$ cat src/rtl/alu_nbit_seq_if.sv
// Instruction/result bus for alu_nbit_seq: valid/ready instruction input,
// registered result words and flags with a one-cycle done pulse.
interface alu_nbit_seq_if #(parameter int WIDTH = 8);
  localparam int IW = 2*WIDTH + 3;

  logic [IW-1:0]    instruction;
  logic             in_valid;
  logic             in_ready;
  logic [WIDTH-1:0] out;
  logic [WIDTH-1:0] extended_out;
  logic             overflow;
  logic             carry;
  logic             done;

  modport master (
    output instruction, in_valid,
    input  in_ready, out, extended_out, overflow, carry, done
  );

  modport slave (
    input  instruction, in_valid,
    output in_ready, out, extended_out, overflow, carry, done
  );
endinterface

$ cat src/rtl/alu_nbit_seq.sv
// Sequential WIDTH-bit ALU: single-cycle logic/arith ops, shift-add multiply
// and restoring divide iterating over WIDTH cycles; results held until next done.
//
//   state  | meaning
//   S_IDLE | ready for an instruction; single-cycle ops complete here
//   S_ITER | MUL/DIV partial step per cycle, counter 0..WIDTH-1
module alu_nbit_seq #(
  parameter int WIDTH = 8
) (
  input  logic           clk,
  input  logic           reset,
  alu_nbit_seq_if.slave  bus
);
  localparam int IW = 2*WIDTH + 3;
  localparam int CW = $clog2(WIDTH);

  localparam logic [0:0] S_IDLE = 1'b0;
  localparam logic [0:0] S_ITER = 1'b1;

  localparam logic [2:0] OP_ADD = 3'b000;
  localparam logic [2:0] OP_AND = 3'b001;
  localparam logic [2:0] OP_XOR = 3'b010;
  localparam logic [2:0] OP_MUL = 3'b011;
  localparam logic [2:0] OP_SUB = 3'b100;
  localparam logic [2:0] OP_OR  = 3'b101;
  localparam logic [2:0] OP_DIV = 3'b110;
  localparam logic [2:0] OP_SHL = 3'b111;

  logic [0:0]       state;
  logic [CW-1:0]    cnt;
  logic             is_div;
  logic [WIDTH-1:0] a_q, b_q, hi_q, lo_q;
  logic [WIDTH-1:0] out_q, ext_q;
  logic             ovf_q, cry_q, done_q;

  logic [2:0]       op_in;
  logic [WIDTH-1:0] a_in, b_in;
  logic             accept;

  assign op_in  = bus.instruction[IW-1:2*WIDTH];
  assign a_in   = bus.instruction[2*WIDTH-1:WIDTH];
  assign b_in   = bus.instruction[WIDTH-1:0];

  assign bus.in_ready     = (state == S_IDLE) && !reset;
  assign accept           = bus.in_valid && bus.in_ready;
  assign bus.out          = out_q;
  assign bus.extended_out = ext_q;
  assign bus.overflow     = ovf_q;
  assign bus.carry        = cry_q;
  assign bus.done         = done_q;

  // Single-cycle result, computed straight from the instruction word
  logic [WIDTH:0]     add_sum, sub_dif;
  logic [2*WIDTH-1:0] shl_val;
  logic [WIDTH-1:0]   res_lo, res_hi;
  logic               res_c, res_v;

  assign add_sum = {1'b0, a_in} + {1'b0, b_in};
  assign sub_dif = {1'b0, a_in} - {1'b0, b_in};
  assign shl_val = {{WIDTH{1'b0}}, a_in} << b_in[CW-1:0];

  always_comb begin
    res_lo = '0;
    res_hi = '0;
    res_c  = 1'b0;
    res_v  = 1'b0;
    case (op_in)
      OP_ADD: begin
        res_lo = add_sum[WIDTH-1:0];
        res_c  = add_sum[WIDTH];
        res_v  = (a_in[WIDTH-1] == b_in[WIDTH-1]) && (add_sum[WIDTH-1] != a_in[WIDTH-1]);
      end
      OP_SUB: begin
        res_lo = sub_dif[WIDTH-1:0];
        res_c  = sub_dif[WIDTH];
        res_v  = (a_in[WIDTH-1] != b_in[WIDTH-1]) && (sub_dif[WIDTH-1] != a_in[WIDTH-1]);
      end
      OP_AND: res_lo = a_in & b_in;
      OP_XOR: res_lo = a_in ^ b_in;
      OP_OR:  res_lo = a_in | b_in;
      OP_SHL: begin
        res_lo = shl_val[WIDTH-1:0];
        res_hi = shl_val[2*WIDTH-1:WIDTH];
        res_c  = |shl_val[2*WIDTH-1:WIDTH];
      end
      default: ;
    endcase
  end

  // Iterative step. MUL: hi accumulates, lo holds the multiplier shifting out
  // as product bits shift in. DIV: hi is the partial remainder, lo shifts the
  // dividend out and quotient bits in. B=0 naturally yields all-ones / A.
  logic [WIDTH:0]   m_sum, d_rs;
  logic             d_ge;
  logic [WIDTH-1:0] hi_nx, lo_nx;

  assign m_sum = {1'b0, hi_q} + (lo_q[0] ? {1'b0, a_q} : '0);
  assign d_rs  = {hi_q, lo_q[WIDTH-1]};
  assign d_ge  = d_rs >= {1'b0, b_q};

  always_comb begin
    hi_nx = m_sum[WIDTH:1];
    lo_nx = {m_sum[0], lo_q[WIDTH-1:1]};
    if (is_div) begin
      hi_nx = d_ge ? (d_rs[WIDTH-1:0] - b_q) : d_rs[WIDTH-1:0];
      lo_nx = {lo_q[WIDTH-2:0], d_ge};
    end
  end

  always_ff @(posedge clk) begin
    if (reset) begin
      state  <= S_IDLE;
      cnt    <= '0;
      is_div <= 1'b0;
      a_q    <= '0;
      b_q    <= '0;
      hi_q   <= '0;
      lo_q   <= '0;
      out_q  <= '0;
      ext_q  <= '0;
      ovf_q  <= 1'b0;
      cry_q  <= 1'b0;
      done_q <= 1'b0;
    end else begin
      done_q <= 1'b0;
      case (state)
        S_IDLE: begin
          if (accept) begin
            if (op_in == OP_MUL || op_in == OP_DIV) begin
              state  <= S_ITER;
              cnt    <= '0;
              is_div <= (op_in == OP_DIV);
              a_q    <= a_in;
              b_q    <= b_in;
              hi_q   <= '0;
              lo_q   <= (op_in == OP_DIV) ? a_in : b_in;
            end else begin
              out_q  <= res_lo;
              ext_q  <= res_hi;
              cry_q  <= res_c;
              ovf_q  <= res_v;
              done_q <= 1'b1;
            end
          end
        end
        S_ITER: begin
          hi_q <= hi_nx;
          lo_q <= lo_nx;
          cnt  <= cnt + 1'b1;
          if (cnt == CW'(WIDTH-1)) begin
            state  <= S_IDLE;
            out_q  <= lo_nx;
            ext_q  <= hi_nx;
            cry_q  <= 1'b0;
            ovf_q  <= is_div ? (b_q == '0) : (hi_nx != '0);
            done_q <= 1'b1;
          end
        end
        default: state <= S_IDLE;
      endcase
    end
  end
endmodule
$ cat src/flat_wrapper.sv
// flat-port wrapper written by rule: the top's interface ports become plain ports
module alu_nbit_seq_flat 
#(
  parameter int WIDTH = 8
)
  (clk, reset, bus_instruction, bus_in_valid, bus_in_ready, bus_out, bus_extended_out, bus_overflow, bus_carry, bus_done);
  alu_nbit_seq_if #(.WIDTH(WIDTH)) bus_i ();
  input  logic clk;
  input  logic reset;
  input wire logic [$bits(bus_i.instruction)-1:0] bus_instruction;
  input wire logic [$bits(bus_i.in_valid)-1:0] bus_in_valid;
  output wire logic [$bits(bus_i.in_ready)-1:0] bus_in_ready;
  output wire logic [$bits(bus_i.out)-1:0] bus_out;
  output wire logic [$bits(bus_i.extended_out)-1:0] bus_extended_out;
  output wire logic [$bits(bus_i.overflow)-1:0] bus_overflow;
  output wire logic [$bits(bus_i.carry)-1:0] bus_carry;
  output wire logic [$bits(bus_i.done)-1:0] bus_done;
  assign bus_i.instruction = bus_instruction;
  assign bus_i.in_valid = bus_in_valid;
  assign bus_in_ready = bus_i.in_ready;
  assign bus_out = bus_i.out;
  assign bus_extended_out = bus_i.extended_out;
  assign bus_overflow = bus_i.overflow;
  assign bus_carry = bus_i.carry;
  assign bus_done = bus_i.done;
  alu_nbit_seq #(.WIDTH(WIDTH)) u_core (.clk(clk), .reset(reset), .bus(bus_i));
endmodule
$ cat config.mk
export PLATFORM = sky130hd
export DESIGN_NAME = alu_nbit_seq_flat
export DESIGN_NICKNAME = d
export VERILOG_FILES = /design/src/rtl/alu_nbit_seq_if.sv /design/src/rtl/alu_nbit_seq.sv /design/src/flat_wrapper.sv
export SDC_FILE = /design/constraint.sdc
export NUM_CORES = 1
export LEC_CHECK = 0
export CORE_ASPECT_RATIO = 2
export CORE_MARGIN = 1
export CORE_UTILIZATION = 50
export DETAILED_ROUTE_END_ITERATION = 10
export PLACE_DENSITY = 0.71
export SYNTH_ARGS = -nofsm -noshare
export SYNTH_HDL_FRONTEND = slang
export SYNTH_SLANG_ARGS = --single-unit
$ cat constraint.sdc
create_clock -name clk -period 4.2 [get_ports clk]
set_input_delay 0.84 -clock clk [delete_from_list [all_inputs] [get_ports clk]]
set_output_delay 0.84 -clock clk [all_outputs]
set_load 0.05 [all_outputs]
==> impl_metrics.csv, run 1 <==
group,metric,value,unit
drt,vias_per_cell,6.28,
critical_path,startpoint,"bus_instruction[10]",
pwr,p_leak,2.21,nW
yosys,synth_top_area_cell,"dfxtp_1",
critical_path,crit_fanout,8,
drt,wl_per_cell,19.8,µm
drt,num_vias,4771,
final_layout,diodes,0,
clock_network,clkLatencyLatePin,0.30,ns
critical_path,cp_slowest_cell,"clkdlybuf4s50_1",
timing,fin_crit,3.45,ns
global_routing,use_met3,2.75,%
clock_network,cts_max_path_buffers,2,
timing,rsz0062_at_grt,"false",
yosys,ys.warnings.count,0,
critical_path,endpoint,"u_core.bus.overflow",
global_routing,grt_use_met1,31.6,%
global_routing,top_usage_layer,"met2",
yosys,synth_nets,696,
critical_path,ff2ff_path_depth,11,
floorplanning,die_y,140,µm
job,maxCapViolations,0,
clock_network,postCtsHoldBufs,0,
status,status,"finished clean",
yosys,yosysTopAreaCellShare,23.7,%
critical_path,timing.critical_path.buf_inv,2,
critical_path,critical_path.max_stage_delay,0.63,ns
placed_design,io_buffers,41,
clock_network,postCtsSetupRepairBufs,0,
yosys,synth-seq-cells,56,
timing,slew_viol_final,0,
yosys,synthFlopType,"dfxtp_1",
clock_network,path_clk_slew,0.08,ns
floorplanning,core.rowCount,49,
drt,drc,0,
critical_path,arrival,3.62,ns
critical_path,critPathLaunchType,"input port",
yosys,synthCells,627,
global_routing,grt_max_degree,57,
timing,finalSetupViolCount,0,
floorplanning,initial_core_util,52.2,%
clock_network,clockRootBuffer,"clkbuf_16",
critical_path,r2r_end,"u_core.bus.overflow",
floorplanning,core,0.00907,mm²
critical_path,worstSetupPathType,"in2reg",
clock_network,postCtsResizedCells,0,
timing,final-hold-violation-count,0,
floorplanning,die_area,0.00989,mm²
critical_path,end_kind,"flop",
timing,finalCritPeriodShare,82.1,%
placed_design,hpwl,12.0,mm
critical_path,required,4.37,ns
timing,hold_ws,0.454,ns
placed_design,gp_congestion,0.919,
pwr,vdd_drop_max,0.258,mV
timing,max_freq,290,MHz
yosys,ys_top_cells_by_area,"dfxtp_1 24%, ha_1 11%, a21oi_1 7.2%",
critical_path,crit_family,"compound AO/OA/AOI/OAI gates",
drt,routed_wl,15.0,mm
yosys,async_flop_share,0,%
drt,drt_pre_antenna_iters,5,
yosys,synth-edff-count,0,
global_routing,track_usage,31.6,%
drt,first_iter_violations,271,
global_routing,antenna_found_initial,0,
timing,fin_tns_setup,0,ns
critical_path,r2r-start,"u_core.lo_q[0]",
pwr,pwr_density_cell,266,mW/mm²
final_layout,syn_to_final_growth,13.7,%
drt,drtAntennaViolNets,0,
clock_network,clock_sink_count,56,
clock_network,cts_htree_levels,2,
critical_path,cp.depth,10,
timing,fin_skew,0.00623,ns
final_layout,finalNetCount,726,
clock_network,tritoncts,"built",
global_routing,grt-ovfl-total,0,
global_routing,use_met2,57.7,%
min_path,holdCritPathClass,"reg2reg",
final_layout,drive_gt1_share,7.45,%
critical_path,worstPathCellList,"clkdlybuf4s50_1 -> inv_1 -> ha_1 -> o21ai_1 -> a2111oi_0 -> o41ai_1 -> xnor2_1 -> a221o_1 -> nand3_1 -> a31oi_1",
global_routing,grt_pass1_vias,4717,
yosys,synth_cell_types,68,
critical_path,ff2ff_setup_slack,1.21,ns
clock_network,cts-buffers-inserted,5,
yosys,syn_avg_cell_area,7.55,µm²
yosys,ys_seq_area_share,23.7,%
global_routing,grt_pass1_wl,24.0,mm
yosys,syn_area,0.00473,mm²
timing,slew_headroom,49.0,%
floorplanning,die_x,70.8,µm
timing,tightest_slew,0.763,ns
floorplanning,io-pin-count,42,
layout by cell type, fill, tap and decap left out, drive strengths merged, types with 9 or more instances in the layout:
cell and instances:
nand2 88, a21oi 69, nor2 65, dfxtp 56
ha 43, clkdlybuf4s50 40, inv 36, o21ai 32
buf 17, nor3 16, a211oi 16, o211ai 15
mux2i 14, and2 12, nand3 9
power breakdown:
part | switching, mW | internal (mW) | leakage [nW] | total [mW]
combinational | 0.262 | 0.158 | 1.68 | 0.421
clock | 0.217 | 0.227 | 0.0719 | 0.444
sequential | 0.0166 | 0.551 | 0.455 | 0.567
total | 0.496 | 0.936 | 2.21 | 1.43
worst reg2reg max path: stages (launching register included):
cell,delay [ns]
dfxtp_1,0.40
and2_1,0.18
ha_1,0.22
fa_1,0.47
a211oi_1,0.25
nor2_1,0.13
o21ai_0,0.16
a21oi_1,0.14
nor2_1,0.12
or4b_1,0.51
o211ai_2,0.19
a31oi_1,0.09
layout make-up:
cell class | instances | area, µm²
clock buffers | 5 | 125
repair buffers | 57 | 526
fillers | 867 | 3690
well taps | 102 | 128
clock inverters | 3 | 27.5
multi-input cells | 502 | 3320
flip-flops and latches | 56 | 1120
inverters | 35 | 131
registers in the layout, indices dropped and copies added (netlist names):
signal,flops
u_core.a_q,8
u_core.b_q,8
u_core.bus.carry,1
u_core.bus.done,1
u_core.bus.extended_out,8
u_core.bus.out,8
u_core.bus.overflow,1
u_core.cnt,3
u_core.hi_q,8
u_core.is_div,1
u_core.lo_q,8
u_core.state,1
cells by family after synthesis:
group | after synthesis | share of synthesized area (%)
buffers and inverters | 69 | 6.16
XOR/XNOR | 15 | 2.77
adder cells (fa/ha/maj) | 47 | 13.1
AO/OA/AOI/OAI | 203 | 28.7
flip-flops | 56 | 23.7
multiplexers | 22 | 5.10
AND/OR/NAND/NOR | 215 | 20.6
synthesized netlist by cell type, types with 3 or more instances:
master / n
nand2_1: 88
o21a_1: 7
fa_1: 4
nand2b_1: 4
ha_1: 43
o211ai_1: 14
nor2b_1: 3
mux2_2: 7
xor2_1: 7
o41ai_1: 4
a211oi_1: 16
buf_4: 3
o21ai_1: 3
a32oi_1: 3
a21o_1: 8
inv_1: 35
mux2i_1: 14
o21ai_0: 29
and2_1: 11
a311oi_1: 5
nor3_1: 16
a31oi_1: 6
nor2_1: 65
a21oi_1: 68
nand3b_1: 4
nand3_1: 9
a221oi_1: 3
dfxtp_1: 56
o22ai_1: 3
clkbuf_1: 25
a22oi_1: 8
xnor2_1: 8
or2_2: 3
how the worst min path moves through the flow:
stage	startpoint	end	slack [ns]	cells past startpoint
6_report	u_core.a_q[4]	u_core.a_q[4]	0.45	2
5_1_grt	u_core.a_q[1]	u_core.a_q[1]	0.48	2
4_1_cts	u_core.a_q[6]	u_core.a_q[6]	0.45	2
3_5_place_dp	u_core.a_q[6]	u_core.a_q[6]	0.44	2
3_3_place_gp	u_core.a_q[6]	u_core.a_q[6]	0.44	2
2_1_floorplan	u_core.a_q[0]	u_core.a_q[0]	0.43	2
layer usage:
| metal | share of wire [%] | up-vias | routed length, µm |
|---|---|---|---|
| li1 | - | 2306 | - |
| met3 | 3.7 | 77 | 553 |
| met5 | 0 | - | 0 |
| met4 | 8.3 | 0 | 1260 |
| met1 | 35 | 2205 | 5200 |
| met2 | 53 | 183 | 8020 |
metrics by stage:
| stage | total power, mW | setup slack (ns) | cell area [µm²] | util, % | cells |
|---|---|---|---|---|---|
| floorplan | 0.857 | 0.542 | 4730 | - | 627 |
| global placement | 0.990 | 0.522 | 5230 | 57.6 | 752 |
| detailed placement | 0.995 | 0.472 | 5230 | 57.6 | 752 |
| CTS | 1.43 | 0.776 | 5380 | 59.3 | 760 |
| global route | 1.49 | 0.500 | 5380 | 59.3 | 760 |
| finish | 1.43 | 0.750 | 5380 | 59.3 | 760 |
No activity file was read; power rests on OpenSTA's default activity.
==> inputs of run 2 (changes only) <==
- PLACE_DENSITY: 0.71 -> 0.73
- clock period: 4.2 -> 3.13 ns (I/O delays scaled with it)
==> impl_metrics.csv, run 2 (synthesis gave the netlist of run 1 again) <==
group,metric,value,unit
clock_network,path_clk_slew,0.08,ns
timing,tightest_slew,0.999,ns
critical_path,r2r-start,"u_core.lo_q[7]",
drt,routed_wl,15.8,mm
timing,finalCritPeriodShare,95.8,%
timing,final-hold-violation-count,0,
min_path,min_path_cells,2,
critical_path,critPathLaunchType,"flop",
min_path,min_to,"u_core.a_q[6]",
placed_design,hpwl,12.4,mm
pwr,pwr_density_cell,348,mW/mm²
clock_network,postCtsHoldBufs,0,
critical_path,arrival,3.17,ns
timing,rsz0062_at_grt,"false",
global_routing,antenna_found_initial,0,
final_layout,n_fill_cell,844,
final_layout,finalNetCount,766,
pwr,power.total,1.98,mW
drt,drtAntennaViolNets,0,
final_layout,drive_gt1_share,12.8,%
critical_path,worstSetupPathType,"reg2reg",
floorplanning,initial_core_util,52.2,%
global_routing,grt-ovfl-total,0,
timing,finalSetupViolCount,0,
clock_network,postCtsResizedCells,0,
critical_path,ff2ff_path_depth,10,
clock_network,tritoncts,"built",
global_routing,track_usage,33.0,%
critical_path,crit_fanout,8,
placed_design,gp_congestion,1.02,
final_layout,diodes,0,
timing,slew_viol_final,0,
floorplanning,die_y,140,µm
timing,fin_crit,3.00,ns
clock_network,clock_sink_count,56,
final_layout,multi_input_area,0.00332,mm²
clock_network,cts-buffers-inserted,5,
clock_network,postCtsSetupRepairBufs,0,
drt,vias_per_cell,6.33,
placed_design,placed_cell_area,0.00553,mm²
clock_network,cts_htree_levels,2,
placed_design,io_buffers,41,
status,status,"finished clean",
pwr,vdd_drop_max,0.217,mV
critical_path,end_kind,"flop",
drt,first_iter_violations,327,
final_layout,layout.cells.most_common,"nand2_1",
global_routing,grt_pass1_vias,4992,
floorplanning,die_area,0.00989,mm²
timing,slew_headroom,33.3,%
drt,drc,0,
final_layout,mostFrequentLayoutCells,"88 x nand2_1, 68 x a21oi_1, 64 x nor2_1",
min_path,hold_path.startpoint,"u_core.a_q[6]",
critical_path,r2r_end,"u_core.bus.overflow",
timing,hold_ws,0.456,ns
critical_path,ff2ff_setup_slack,0.13,ns
global_routing,grt_pass1_wl,25.3,mm
critical_path,required,3.30,ns
floorplanning,io-pin-count,42,
timing,fin_skew,0.00740,ns
clock_network,clkLatencyLatePin,0.31,ns
min_path,holdCritPathClass,"reg2reg",
floorplanning,core,0.00907,mm²
drt,wl_per_cell,19.7,µm
clock_network,cts_max_path_buffers,2,
final_layout,post-route-util,62.6,%
drt,drt_pre_antenna_iters,7,
final_layout,syn_to_final_growth,20.0,%
final_layout,regArea,0.00112,mm²
final_layout,finish.instance_area,0.00568,mm²
pwr,p_leak,2.40,nW
global_routing,grt_max_degree,57,
floorplanning,core.rowCount,49,
floorplanning,die_x,70.8,µm
job,maxCapViolations,0,
drt,num_vias,5062,
clock_network,clockRootBuffer,"clkbuf_16",
timing,max_freq,333,MHz
run 2: cell types whose count changed in the layout (fill, tap and decap cells not counted):
cell | before | now
a21boi_1 | 0 | 1
inv_8 | 1 | 0
inv_6 | 0 | 2
clkinv_4 | 1 | 0
buf_4 | 16 | 56
a21boi_0 | 2 | 1
run 2: per-stage QoR:
stage	cells	TNS, ns	setup WS, ns
2_1_floorplan	627	0	0.0466
3_3_place_gp	792	-0.0998	-0.0693
3_5_place_dp	792	-0.102	-0.0545
4_1_cts	800	0	0.203
5_1_grt	800	0	0.00683
6_report	800	0	0.131
run 2: critical path, cell delays in order, from the launching register on:
cell,delay [ns]
dfxtp_1,0.33
inv_1,0.11
ha_1,0.33
nand2b_4,0.15
a2111oi_4,0.45
o31ai_4,0.20
o21ai_0,0.36
a21oi_1,0.09
or4b_1,0.56
o211ai_2,0.19
a31oi_1,0.10
run 2: worst max path at each step:
stage / slack (ns) / startpoint / endpoint
floorplan: 0.05 / bus_instruction[1] / u_core.bus.overflow
global placement: -0.07 / bus_instruction[1] / u_core.bus.out[3]
detailed placement: -0.05 / bus_instruction[1] / u_core.bus.overflow
CTS: 0.20 / u_core.lo_q[7] / u_core.bus.overflow
global route: 0.007 / bus_instruction[1] / u_core.bus.overflow
finish: 0.13 / u_core.lo_q[7] / u_core.bus.overflow
run 2: where the power goes:
group | internal, mW | leakage [nW] | switching [mW]
Combinational | 0.252 | 1.88 | 0.367
Sequential | 0.739 | 0.455 | 0.0231
Clock | 0.304 | 0.0708 | 0.294
Total | 1.29 | 2.40 | 0.685
run 2: final cells by class:
type / instances / area share, %
clock buffer: 5 / 2.20
clock inverter: 3 / 0.441
inverter: 35 / 2.31
multi-input combinational: 502 / 58.5
sequential: 56 / 19.7
tap: 102 / 2.25
timing repair buffer: 97 / 14.5
run 2: layer usage:
| layer | GRT usage [%] | vias up | routed length, µm |
|---|---|---|---|
| met5 | 0 | - | 0 |
| met4 | 25.2 | 0 | 1290 |
| met3 | 2.68 | 86 | 670 |
| met2 | 61.2 | 223 | 8330 |
| met1 | 33.0 | 2364 | 5480 |
| li1 | - | 2389 | - |
==> inputs of run 3 (changes only) <==
- CORE_UTILIZATION: 50 -> 53
- PLACE_DENSITY: 0.73 -> 0.77
- SLEW_MARGIN: unset -> 30
==> impl_metrics.csv, run 3 (synthesis gave the netlist of run 1 again) <==
group,metric,value,unit
critical_path,end_kind,"flop",
pwr,p_sw,0.651,mW
critical_path,arrival,3.12,ns
global_routing,antenna_found_initial,0,
floorplanning,core,0.00865,mm²
timing,final-hold-violation-count,0,
pwr,power_frac_clock,29.1,%
pwr,switching_share,33.6,%
timing,fin_crit,2.96,ns
pwr,comb_power_share,31.6,%
clock_network,clkLatencyLatePin,0.29,ns
final_layout,finish.instance_area,0.00564,mm²
timing,finalSetupViolCount,0,
timing,slew_headroom,39.2,%
global_routing,grt_max_degree,57,
status,status,"finished clean",
final_layout,drive_gt1_share,12.0,%
clock_network,postCtsResizedCells,0,
drt,routed_wl,15.5,mm
timing,finalCritPeriodShare,94.6,%
global_routing,grt_pass1_wl,24.2,mm
critical_path,cp_slowest_cell,"fa_1",
placed_design,hpwl,12.3,mm
job,maxCapViolations,0,
final_layout,mostFrequentLayoutCells,"88 x nand2_1, 68 x a21oi_1, 64 x nor2_1",
drt,num_vias,5044,
final_layout,multi_input_area,0.00332,mm²
drt,vias_per_cell,6.36,
pwr,power_frac_seq,39.3,%
placed_design,io_buffers,41,
final_layout,regArea,0.00112,mm²
clock_network,tritoncts,"built",
timing,max_freq,338,MHz
critical_path,worstPathCellList,"and2_1 -> ha_1 -> fa_1 -> a211oi_1 -> nor2_1 -> o311a_1 -> o21ai_1 -> nand2b_1 -> or3_1 -> o211ai_2 -> a31oi_1",
global_routing,grt-ovfl-total,0,
clock_network,path_clk_slew,0.07,ns
final_layout,n_fill_cell,805,
floorplanning,io-pin-count,42,
final_layout,finalNetCount,761,
drt,wl_per_cell,19.6,µm
timing,fin_skew,0.00763,ns
drt,drt_pre_antenna_iters,6,
drt,first_iter_violations,432,
clock_network,clockRootBuffer,"clkbuf_16",
clock_network,cts_max_path_buffers,2,
critical_path,required,3.29,ns
pwr,pwr_density_cell,343,mW/mm²
critical_path,worstSetupPathType,"reg2reg",
clock_network,cts-buffers-inserted,5,
critical_path,critical_path.max_stage_delay,0.46,ns
final_layout,syn_to_final_growth,19.0,%
final_layout,post-route-util,65.2,%
floorplanning,die_x,68.8,µm
pwr,p_leak,2.38,nW
drt,drtAntennaViolNets,0,
final_layout,diodes,0,
clock_network,postCtsHoldBufs,0,
timing,slew_viol_final,0,
timing,tightest_slew,0.911,ns
global_routing,track_usage,35.3,%
timing,rsz0062_at_grt,"false",
placed_design,placed_cell_area,0.00549,mm²
critical_path,ff2ff_path_depth,11,
pwr,vdd_drop_max,0.218,mV
pwr,p_int,1.28,mW
min_path,holdCritPathClass,"reg2reg",
placed_design,gp_congestion,1.01,
floorplanning,initial_core_util,54.7,%
clock_network,postCtsSetupRepairBufs,0,
critical_path,critPathLaunchType,"flop",
final_layout,stdcell_count,793,
clock_network,clock_sink_count,56,
critical_path,crit_fanout,3,
global_routing,grt_pass1_vias,4935,
final_layout,layout.cells.most_common,"nand2_1",
placed_design,dpl.cell_count,785,
drt,drc,0,
floorplanning,core.rowCount,48,
min_path,min_path_cells,2,
clock_network,cts_htree_levels,2,
floorplanning,die_y,136,µm
floorplanning,die_area,0.00934,mm²
run 3: power by group through the flow:
stage                     logic [mW]  registers (mW)  clock network [mW]
after floorplan                0.328           0.823                   0
after global placement         0.587           0.775                   0
after detailed placement       0.599           0.776                   0
after CTS                      0.602           0.760               0.561
after global routing           0.656           0.762               0.596
final                          0.612           0.760               0.563
run 3: routing by layer:
metal	part of all wire (%)	wire length (µm)	vias to the layer above	track usage [%]
li1	-	-	2377	-
met1	33	5120	2362	34.0
met2	52	8110	215	62.3
met3	4.5	701	90	3.37
met4	10	1590	0	31.0
met5	0	0	-	0
run 3: final cells by class:
| cell class | instances | area share, % |
|---|---|---|
| timing repair buffer | 92 | 14.0 |
| multi-input combinational | 502 | 59.0 |
| clock buffer | 6 | 2.29 |
| sequential | 56 | 19.9 |
| inverter | 35 | 2.33 |
| tap | 100 | 2.22 |
| clock inverter | 2 | 0.289 |
run 3: final timing paths:
path	from	endpoint	slack, ns
setup / recovery	u_core.a_q[0]	u_core.bus.overflow	0.17
hold / removal	u_core.b_q[7]	u_core.b_q[7]	0.46
setup reg to reg	u_core.a_q[0]	u_core.bus.overflow	0.17
hold reg to reg	u_core.b_q[7]	u_core.b_q[7]	0.46
run 3: through the flow:
step / TNS [ns] / hold slack (ns) / setup WS [ns] / total power, mW
2_1_floorplan: 0 / 0.432 / 0.0466 / 1.15
4_1_cts: 0 / 0.457 / 0.204 / 1.92
6_report: 0 / 0.459 / 0.170 / 1.94
3_3_place_gp: -0.0783 / 0.441 / -0.0783 / 1.36
3_5_place_dp: -0.0906 / 0.446 / -0.0906 / 1.37
5_1_grt: 0 / 0.476 / 0.0374 / 2.02
run 3: worst max-delay path: cells and delay by family, from the launching register on:
family	cells	cell delay (ns)
AND/OR/NAND/NOR	4	0.83
AO/OA/AOI/OAI	5	0.98
adder cells (fa/ha/maj)	2	0.69
flip-flops	1	0.33
